===== src/rtl/step_sequencer.sv =====
// Step sequencer: walks 16 pattern steps at a programmable tempo, presenting pitch, gate and step ticks.
// Define LIVE_EDIT_EN to re-sample the current step's pitch every cycle instead of only at step start.
module step_sequencer #(
    parameter int CLK_HZ      = 12000000,
    parameter int BPM_DEFAULT = 120,
    parameter int BPM_MIN     = 30,
    parameter int DIV_W       = 28,
    parameter int PERIOD_W    = 24,
    parameter int GATE_SHIFT  = 1
) (
    input  logic        clk,
    input  logic        rst_n,
    input  logic [47:0] beats,
    input  logic        run,
    input  logic [7:0]  tempo_bpm,
    input  logic        tempo_load,
    output logic [3:0]  step_idx,
    output logic [2:0]  pitch,
    output logic        gate,
    output logic        step_tick,
    output logic        busy
);

    localparam int CNT_W = $clog2(DIV_W);
    localparam longint PMAX  = (longint'(1) << PERIOD_W) - 1;
    localparam longint DEF_Q = longint'(CLK_HZ) * 15 / BPM_DEFAULT;
    localparam logic [PERIOD_W-1:0] PERIOD_RST   = PERIOD_W'((DEF_Q > PMAX) ? PMAX : DEF_Q);
    localparam logic [DIV_W-1:0]    PERIOD_MAX_D = DIV_W'(PMAX);
    localparam logic [DIV_W-1:0]    DIVIDEND     = DIV_W'(longint'(CLK_HZ) * 15);
    localparam logic [7:0]          BPM_MIN_C    = 8'(BPM_MIN);

    typedef enum logic {ST_STOP, ST_PLAY} state_t;

    function automatic logic [PERIOD_W-1:0] sat_period(input logic [DIV_W-1:0] q);
        if (q > PERIOD_MAX_D)
            return '1;
        return q[PERIOD_W-1:0];
    endfunction

    function automatic logic [2:0] step_pitch(input logic [47:0] b, input logic [3:0] k);
        int base;
        base = int'(k) * 3;
        return b[base +: 3];
    endfunction

    state_t              state;
    logic [PERIOD_W-1:0] phase;
    logic [PERIOD_W-1:0] period;
    logic [PERIOD_W-1:0] pending_period;
    logic [CNT_W-1:0]    div_cnt;
    logic [7:0]          bpm_c;
    logic [7:0]          rem;
    logic [DIV_W-1:0]    dq;

    logic [8:0]          rem_shift;
    logic [8:0]          rem_sub;
    logic                rem_ge;
    logic [DIV_W-1:0]    quot_next;
    logic                div_done;
    logic [PERIOD_W-1:0] pending_eff;
    logic [PERIOD_W:0]   phase_inc;
    logic                boundary;
    logic                win_next;
    logic [3:0]          idx_inc;
    logic [2:0]          pitch_new;
    logic [2:0]          pitch_hold;

    always_comb begin
        rem_shift  = {rem, dq[DIV_W-1]};
        rem_ge     = rem_shift >= {1'b0, bpm_c};
        rem_sub    = rem_shift - {1'b0, bpm_c};
        quot_next  = {dq[DIV_W-2:0], rem_ge};
        div_done   = busy && (div_cnt == CNT_W'(DIV_W - 1));
        // A quotient finishing on a boundary cycle is forwarded straight to the starting step.
        pending_eff = div_done ? sat_period(quot_next) : pending_period;
        phase_inc  = {1'b0, phase} + (PERIOD_W+1)'(1);
        boundary   = phase_inc >= {1'b0, period};
        win_next   = (period < PERIOD_W'(2)) || (phase_inc < {1'b0, period >> GATE_SHIFT});
        idx_inc    = step_idx + 4'd1;
        pitch_new  = step_pitch(beats, idx_inc);
`ifdef LIVE_EDIT_EN
        pitch_hold = step_pitch(beats, step_idx);
`else
        pitch_hold = pitch;
`endif
    end

    // Restoring divider datapath: one quotient bit per busy cycle, quotient shifts into dq.
    always_ff @(posedge clk) begin
        if (!busy && tempo_load) begin
            bpm_c <= (tempo_bpm < BPM_MIN_C) ? BPM_MIN_C : tempo_bpm;
            dq    <= DIVIDEND;
            rem   <= 8'd0;
        end else if (busy) begin
            rem <= rem_ge ? rem_sub[7:0] : rem_shift[7:0];
            dq  <= quot_next;
        end
    end

    always_ff @(posedge clk or negedge rst_n) begin
        if (!rst_n) begin
            state          <= ST_STOP;
            phase          <= '0;
            step_idx       <= 4'd0;
            pitch          <= 3'd0;
            gate           <= 1'b0;
            step_tick      <= 1'b0;
            period         <= PERIOD_RST;
            pending_period <= PERIOD_RST;
            busy           <= 1'b0;
            div_cnt        <= '0;
        end else begin
            if (busy) begin
                div_cnt <= div_cnt + CNT_W'(1);
                if (div_done) begin
                    busy           <= 1'b0;
                    pending_period <= pending_eff;
                end
            end else if (tempo_load) begin
                busy    <= 1'b1;
                div_cnt <= '0;
            end

            case (state)
                ST_STOP: begin
                    period    <= pending_eff;
                    gate      <= 1'b0;
                    step_tick <= 1'b0;
                    if (run) begin
                        state     <= ST_PLAY;
                        phase     <= '0;
                        step_idx  <= 4'd0;
                        pitch     <= beats[2:0];
                        gate      <= beats[2:0] != 3'd0;
                        step_tick <= 1'b1;
                    end
                end
                ST_PLAY: begin
                    if (!run) begin
                        state     <= ST_STOP;
                        gate      <= 1'b0;
                        step_tick <= 1'b0;
                    end else if (boundary) begin
                        phase     <= '0;
                        step_idx  <= idx_inc;
                        pitch     <= pitch_new;
                        gate      <= pitch_new != 3'd0;
                        step_tick <= 1'b1;
                        period    <= pending_eff;
                    end else begin
                        phase     <= phase_inc[PERIOD_W-1:0];
                        pitch     <= pitch_hold;
                        gate      <= win_next && (pitch_hold != 3'd0);
                        step_tick <= 1'b0;
                    end
                end
                default: state <= ST_STOP;
            endcase
        end
    end

endmodule


===== config.mk =====
export PLATFORM = sky130hd
export DESIGN_NAME = step_sequencer
export DESIGN_NICKNAME = d
export VERILOG_FILES = /design/src/rtl/step_sequencer.sv
export SDC_FILE = /design/constraint.sdc
export NUM_CORES = 1
export LEC_CHECK = 0
export ABC_AREA = 1
export BUFFER_PORTS_ARGS = -buffer_cell sky130_fd_sc_hd__buf_2
export CAP_MARGIN = 20
export CORE_ASPECT_RATIO = 0.75
export CORE_MARGIN = 1.5
export CORE_UTILIZATION = 65
export CTS_CLUSTER_SIZE = 30
export DETAILED_ROUTE_END_ITERATION = 10
export PLACE_DENSITY = 0.9
export RECOVER_POWER = 50
export SYNTH_ARGS = -nofsm -noshare
export SYNTH_HDL_FRONTEND = slang
export SYNTH_SLANG_ARGS = --single-unit

===== constraint.sdc =====
create_clock -name clk -period 5.7 [get_ports clk]
set_clock_uncertainty 0.2 [all_clocks]
set_input_delay 0.285 -clock clk [delete_from_list [all_inputs] [get_ports clk]]
set_output_delay 0.285 -clock clk [all_outputs]
set_load 0.02 [all_outputs]

==> results of run 1 <==
## worst min path at each step
stage	from	to	slack [ns]	cells after the start
5_1_grt	beats[2]	pitch[2]$_DFFE_PN0P_	0.07	3
3_3_place_gp	rst_n	pending_period[4]$_DFFE_PN0P_	-0.08	1
4_1_cts	beats[2]	pitch[2]$_DFFE_PN0P_	0.02	3
3_5_place_dp	rst_n	pending_period[4]$_DFFE_PN0P_	-0.07	1
2_1_floorplan	rst_n	busy$_DFF_PN0_	-0.21	0
6_report	beats[2]	pitch[2]$_DFFE_PN0P_	0.02	3
## synthesized netlist by cell type (2+ instances only)
library cell / instances
nor4_1: 4
o211ai_1: 11
a22oi_1: 11
nor2_4: 3
nor3_1: 6
nand3_2: 2
inv_2: 5
nand2_1: 215
ha_1: 57
xor2_1: 12
dfstp_2: 20
dfrtp_1: 68
nand3_1: 20
nor2_1: 100
inv_1: 108
o2111ai_1: 2
or2_2: 5
o22ai_1: 24
o21ai_1: 4
buf_6: 3
nor3_2: 2
o21ai_0: 81
xnor2_1: 11
dfxtp_1: 36
clkbuf_1: 23
nand2_4: 2
a21oi_1: 61
buf_1: 3
nand2_2: 2
nand4_1: 15
edfxtp_1: 8
buf_2: 5
buf_4: 2
clkinv_1: 4
## layout make-up
class	count	area, µm²
clock buffer	18	429
multi-input combinational	663	3690
sequential	132	3190
clock inverter	14	140
tap	140	175
fill	779	2570
inverter	118	445
timing repair buffer	80	428
## state kept, by name, indices dropped and copies added, names as in the netlist
signal / cells
state: 1
rem: 8
phase: 24
pending_period: 24
step_idx: 4
div_cnt: 5
gate: 1
bpm_c: 8
dq: 28
period: 24
pitch: 3
step_tick: 1
busy: 1
## logic make-up after synthesis
| logic type | synth area share [%] |
|---|---|
| xor gates and xnor gates | 2.69 |
| buffers and inverters | 8.23 |
| adders and majority gates | 9.79 |
| DFF | 42.6 |
| AOI/OAI and AO/OA | 14.7 |
| and+or+nand+nor | 22.0 |
## metal layers
layer	wire, µm	vias to the layer above	GRT usage, %
met5	0	-	0
met4	532	0	13.5
met3	1220	69	7.95
met2	8800	283	55.1
met1	8130	3120	40.0
li1	-	3261	-
## worst register-to-register path, stage by stage, from the launching register on
cell and delay (ns):
dfrtp_1 0.42, ha_1 0.20, nand2_1 0.11, nor2_4 0.16, inv_2 0.07, nor2_4 0.12
nand3_2 0.14, nor3_2 0.19, nand3_1 0.12, xor2_1 0.15, inv_1 0.09, ha_1 0.29
nand2_1 0.08, inv_1 0.04, o21ai_0 0.14, a21oi_1 0.09, nand3b_1 0.15, a21oi_1 0.12
nand2_1 0.08, inv_2 0.07, nand3_4 0.26, nand2_4 0.37, inv_4 0.18, nand2_1 0.11
nand2_1 0.06
## power groups by stage
stage	Combinational, W	Clock (W)	Sequential, W
floorplan	0.00104	0	0.00147
global placement	0.00129	0	0.00150
detailed placement	0.00135	0	0.00152
CTS	0.00140	0.00107	0.00151
global route	0.00162	0.00110	0.00155
finish	0.00143	0.00106	0.00152
## metrics by stage
step                      hold WS (ns)  area (µm²)  util (%)
after detailed placement       -0.0735        7860      71.0
after global routing            0.0677        8500      76.8
after global placement         -0.0757        7860      71.0
after CTS                       0.0183        8520      77.0
final                           0.0164        8500      76.8
after floorplan                 -0.211        7490         -
==> out/results.tsv, run 1 <==
stage	metric	value	unit
power	Net Sw Frac	38.7	%
logic_synthesis	Seq/Total Area, Yosys	42.6	%
logic_synthesis	Post-synth EDFFs	8	
sta	Final min period	4.11	ns
clock_tree	CTS sink cnt	132	
critical_path	delay-heaviest family, CP	simple AND/OR/NAND/NOR gates	
critical_path	RR Endpoint	period[4]$_DFFE_PN0P_	
power	P per Cell Area	473	nW/µm²
global_routing	first-pass GRT wire length	30900	µm
logic_synthesis	syn nets	1067	
detailed_routing	WL/cell	16.0	µm
global_routing	antenna violations before repair	0	
floorplan	Die X	127	µm
floorplan	I/O Pins	70	
layout	commonest non-fill, non-tap cells in the layout	215 x nand2_1, 108 x inv_1, 99 x nor2_1, 81 x o21ai_0, 68 x dfrtp_1	
floorplan	full die area	12200	µm²
critical_path	worst path arrival time	4.22	ns
power	P_int	0.00246	W
power	sequential power share	37.8	%
layout	Area Overhead vs Synth	13.4	%
critical_path	CP startpoint kind	register	
job	Max-Cap Viols	1	
layout	post-layout net count	1130	
clock_tree	clk root buf	clkbuf_16	
power	VDD IR-drop max	0.000389	V
placement	port bufs	69	
layout	antenna cells	0	
power	Clk pwr share	26.5	%
sta	Slew Limit Headroom	-27.8	%
floorplan	die height	96.0	µm
critical_path	most used cell, CP	nand2_1	
run_status	failing checks	max-capacitance violations, max-slew violations	
power	Power Total	0.00401	W
detailed_routing	final wirelength	18700	µm
layout	Finished Layout Cells	1165	
clock_tree	CTS buffer count	17	
placement	dpl cells	1124	
critical_path	register-to-register setup slack	1.59	ns
power	Gate power share	35.7	%
min_path	hold crit path type	in2reg	
logic_synthesis	top_reg_cell synth	dfrtp_1	
clock_tree	H-tree depth	4	
critical_path	instance count on the critical path	24	
logic_synthesis	ys async rst share	66.7	%
global_routing	gr usage total	32.4	%
critical_path	crit path capture type	register	
logic_synthesis	Avg Cell Area, Syn	7.89	µm²
logic_synthesis	Synth top area share	22.7	%
detailed_routing	DRC Markers	0	
logic_synthesis	yosys warns	0	
clock_tree	clock slew at reported path FFs	0.06	ns
sta	Final period util	72.2	%
detailed_routing	via count	6733	
critical_path	worst path bufs/invs	5	
critical_path	CP Capture Point	period[4]$_DFFE_PN0P_	
critical_path	worst path required time	5.80	ns
placement	routability cong.	0.937	
logic_synthesis	Synth area leader	dfrtp_1	
sta	Worst-Margin Slew	1.92	ns
clock_tree	CTS tree	built	
critical_path	crit path from	phase[0]$_DFFE_PN0P_	
power	P_leak	4.21	nW
detailed_routing	post-route ant nets	0	
critical_path	critical path's slowest cell	dfrtp_1	
sta	total negative setup slack	0	ns
placement	post-place setup slack	1.66	ns
placement	post-DP HPWL	12400	µm
logic_synthesis	Syn Std Cell Area	7490	µm²
detailed_routing	DRT iter0 DRCs	523	
critical_path	max incr delay on CP	0.42	ns
clock_tree	Skew-Pair Late Insertion Delay	0.43	ns
run_status	status	complete, but fails checks	
floorplan	core outline area	11100	µm²
sta	final setup vio count	0	
global_routing	Congestion Overflow GR	0	
critical_path	worst-path cell chain	ha_1 -> nand2_1 -> nor2_4 -> inv_2 -> nor2_4 -> nand3_2 -> nor3_2 -> nand3_1 -> xor2_1 -> inv_1 -> ha_1 -> nand2_1 -> inv_1 -> o21ai_0 -> a21oi_1 -> nand3b_1 -> a21oi_1 -> nand2_1 -> inv_2 -> nand3_4 -> nand2_4 -> inv_4 -> nand2_1 -> nand2_1	
logic_synthesis	top cells by area, synth	dfrtp_1 23%, nand2_1 11%, dfxtp_1 9.6%, ha_1 9.5%, dfstp_2 7.0%	
logic_synthesis	cell count after synthesis	949	
critical_path	CP Class	reg2reg	
layout	most common cell after layout, fill and taps aside	nand2_1	
layout	share of post-route cells with drive strength above 1	13.3	%
sta	RSZ-0062 raised after global routing	no	
critical_path	Reg2Reg Depth	24	
sta	Final Hold Viols	0	
floorplan	row count	33	
sta	Slew Limit Fails	79	
clock_tree	CTS max path bufs	2	
logic_synthesis	Distinct cells, synth	48	
sta	final worst slack	1.59	ns
clock_tree	CTS Hold Bufs	9	
detailed_routing	DR vias/cell	5.78	
logic_synthesis	#FFs+latches synth	132	
clock_tree	PostCTS Resize Cnt	0	
power	P_sw	0.00156	W
floorplan	Initial Util	67.7	%
sta	fmax	0.243	GHz
global_routing	vias in the first global route	6634	
detailed_routing	DRT Pass-1 Iters	7	
clock_tree	post-CTS setup buffers	0	
critical_path	CP Max Fanout	26	
critical_path	Worst R2R Start	phase[0]$_DFFE_PN0P_	
global_routing	largest net degree at the start of global routing	79	
Power figures use the tool's default switching activity.
==> run 2, diff against run 1 <==
--- a/config.mk
+++ b/config.mk
@@ -10,10 +10,10 @@
 export CAP_MARGIN = 20
 export CORE_ASPECT_RATIO = 0.75
 export CORE_MARGIN = 1.5
-export CORE_UTILIZATION = 65
+export CORE_UTILIZATION = 60
 export CTS_CLUSTER_SIZE = 30
 export DETAILED_ROUTE_END_ITERATION = 10
-export PLACE_DENSITY = 0.9
+export PLACE_DENSITY = 0.84
 export RECOVER_POWER = 50
 export SYNTH_ARGS = -nofsm -noshare
 export SYNTH_HDL_FRONTEND = slang
==> constraint.sdc (replaced) <==
create_clock -name clk -period 3.8 [get_ports clk]
set_clock_uncertainty 0.2 [all_clocks]
set_input_delay 0.19 -clock clk [delete_from_list [all_inputs] [get_ports clk]]
set_output_delay 0.19 -clock clk [all_outputs]
set_load 0.02 [all_outputs]
==> out/results.tsv, run 2 (synthesis results as in run 1) <==
stage	metric	value	unit
run_status	status	complete, but fails checks	
run_status	failing checks	max-capacitance violations, max-slew violations	
critical_path	instance count on the critical path	22	
placement	port bufs	69	
power	Net Sw Frac	38.4	%
clock_tree	clock slew at reported path FFs	0.06	ns
layout	commonest non-fill, non-tap cells in the layout	212 x nand2_1, 107 x inv_1, 100 x nor2_1, 72 x o21ai_0, 66 x dfrtp_1	
power	VDD IR-drop max	0.000506	V
layout	most common cell after layout, fill and taps aside	nand2_1	
detailed_routing	DR vias/cell	5.60	
detailed_routing	WL/cell	15.2	µm
critical_path	max incr delay on CP	0.42	ns
critical_path	worst path arrival time	3.79	ns
sta	final setup vio count	0	
layout	final core utilization	73.3	%
sta	Worst-Margin Slew	1.55	ns
detailed_routing	DRC Markers	0	
critical_path	most used cell, CP	nand2_1	
placement	post-DP HPWL	12000	µm
power	Gate power share	36.1	%
layout	fill cell count	866	
global_routing	antenna violations before repair	0	
global_routing	vias in the first global route	6283	
layout	Finished Layout Cells	1222	
critical_path	CP Class	reg2reg	
sta	worst hold slack	0.0399	ns
power	P_leak	4.46	nW
layout	Area Overhead vs Synth	19.5	%
detailed_routing	via count	6845	
sta	fmax	0.272	GHz
layout	Biggest register	dq	
sta	RSZ-0062 raised after global routing	yes	
clock_tree	Skew-Pair Late Insertion Delay	0.43	ns
detailed_routing	final wirelength	18500	µm
sta	Final period util	96.9	%
floorplan	Die X	132	µm
placement	dpl cells	1159	
layout	antenna cells	0	
sta	Final min period	3.68	ns
power	sequential power share	38.1	%
floorplan	row count	35	
clock_tree	clk root buf	clkbuf_16	
sta	Slew Limit Fails	63	
sta	Slew Limit Headroom	-3.55	%
clock_tree	CTS max path bufs	2	
critical_path	crit path capture type	register	
power	P_sw	0.00228	W
sta	total negative setup slack	0	ns
placement	routability cong.	0.923	
global_routing	gr usage total	27.8	%
job	Max-Cap Viols	1	
critical_path	worst path bufs/invs	4	
critical_path	Worst R2R Start	phase[1]$_DFFE_PN0P_	
floorplan	I/O Pins	70	
placement	post-place setup slack	0.139	ns
clock_tree	CTS buffer count	17	
critical_path	worst-path cell chain	nand3_2 -> nor3_4 -> inv_2 -> nor2_4 -> nand3_4 -> nor3_2 -> nand2_1 -> xor2_1 -> inv_2 -> ha_1 -> nand3_1 -> nor3_1 -> nand3_1 -> nand3b_1 -> a21oi_1 -> nand2_1 -> inv_2 -> nand3_4 -> buf_6 -> nand2_4 -> nand2_1 -> nand2_1	
global_routing	first-pass GRT wire length	29500	µm
critical_path	crit path from	phase[1]$_DFFE_PN0P_	
layout	Largest register FFs	28	
layout	post-layout net count	1161	
critical_path	CP Max Fanout	7	
critical_path	CP startpoint kind	register	
clock_tree	CTS sink cnt	132	
critical_path	critical path's slowest cell	dfrtp_1	
layout	share of post-route cells with drive strength above 1	17.9	%
detailed_routing	DRT iter0 DRCs	483	
power	Clk pwr share	25.8	%
global_routing	Congestion Overflow GR	0	
floorplan	die height	99.8	µm
floorplan	core outline area	12200	µm²
critical_path	register-to-register setup slack	0.12	ns
detailed_routing	post-route ant nets	0	
critical_path	RR Endpoint	period[19]$_DFFE_PN0P_	
min_path	hold crit path type	in2reg	
power	P_int	0.00366	W
critical_path	delay-heaviest family, CP	simple AND/OR/NAND/NOR gates	
clock_tree	H-tree depth	4	
layout	register area	3190	µm²
sta	final worst slack	0.117	ns
floorplan	full die area	13200	µm²
critical_path	worst path required time	3.91	ns
sta	Final Hold Viols	0	
clock_tree	CTS tree	built	
critical_path	CP Capture Point	period[19]$_DFFE_PN0P_	
floorplan	Initial Util	61.3	%
layout	Multi-input gate area	3810	µm²
power	P per Cell Area	663	nW/µm²
global_routing	largest net degree at the start of global routing	63	
detailed_routing	DRT Pass-1 Iters	5	
critical_path	Reg2Reg Depth	22	
==> run 2: cell count changes in the layout (fill, tap and decap cells not counted), moves of 4 or more <==
cell | before | now
buf_2 | 56 | 65
buf_4 | 0 | 23
clkbuf_1 | 15 | 4
clkinvlp_4 | 0 | 4
o21ai_0 | 81 | 72
o21ai_1 | 4 | 13
==> run 2: how the worst min path moves through the flow <==
stage / depth (start not counted) / slack (ns) / end / start
after floorplan: 0 / -0.31 / busy$_DFF_PN0_ / rst_n
after global placement: 1 / 0.12 / pending_period[3]$_DFFE_PN0P_ / rst_n
after detailed placement: 1 / 0.13 / pending_period[2]$_DFFE_PN0P_ / rst_n
after CTS: 5 / 0.02 / gate$_DFF_PN0_ / beats[0]
after global routing: 5 / 0.07 / gate$_DFF_PN0_ / beats[0]
final: 5 / 0.04 / gate$_DFF_PN0_ / beats[0]
==> run 2: area by class of cell <==
cell class                      count  share of cell area (%)
Inverter                          118                    5.03
Timing Repair Buffer              110                    8.34
Multi-Input combinational cell    664                    42.5
Clock buffer                       18                    4.79
Tap cell                          166                    2.32
Clock inverter                     14                    1.36
Sequential cell                   132                    35.6
==> run 2: tightest hold or removal path: stages <==
cell,delay (ns)
buf_2,0.11
nor2_1,0.13
a21oi_1,0.09
nand2_1,0.07
a21oi_1,0.04
==> run 2: power by group through the flow <==
| stage | registers, W | logic [W] | clock network (W) |
|---|---|---|---|
| finish | 0.00226 | 0.00214 | 0.00153 |
| global route | 0.00232 | 0.00244 | 0.00161 |
| CTS | 0.00226 | 0.00206 | 0.00154 |
| detailed placement | 0.00227 | 0.00201 | 0 |
| global placement | 0.00226 | 0.00194 | 0 |
| floorplan | 0.00221 | 0.00157 | 0 |
==> run 2: per-layer routing <==
metal / vias up / global-route usage [%] / wire [µm]
met3: 47 / 5.40 / 1220
met4: 0 / 10.5 / 476
met2: 262 / 43.5 / 8330
met5: - / 0 / 0
li1: 3319 / - / -
met1: 3217 / 38.8 / 8510
==> run 2: stage by stage <==
step / area, µm² / total power [W]
floorplan: 7490 / 0.00377
global placement: 7960 / 0.00419
finish: 8960 / 0.00593
global route: 8960 / 0.00636
CTS: 8630 / 0.00585
detailed placement: 7960 / 0.00428
==> run 2: timing repair <==
item	CTS	global route
endpoints found under the hold margin	58	0
hold buffers	12	0
gates resized for setup	0	38
setup endpoints to repair	0	55
setup buffers	0	16
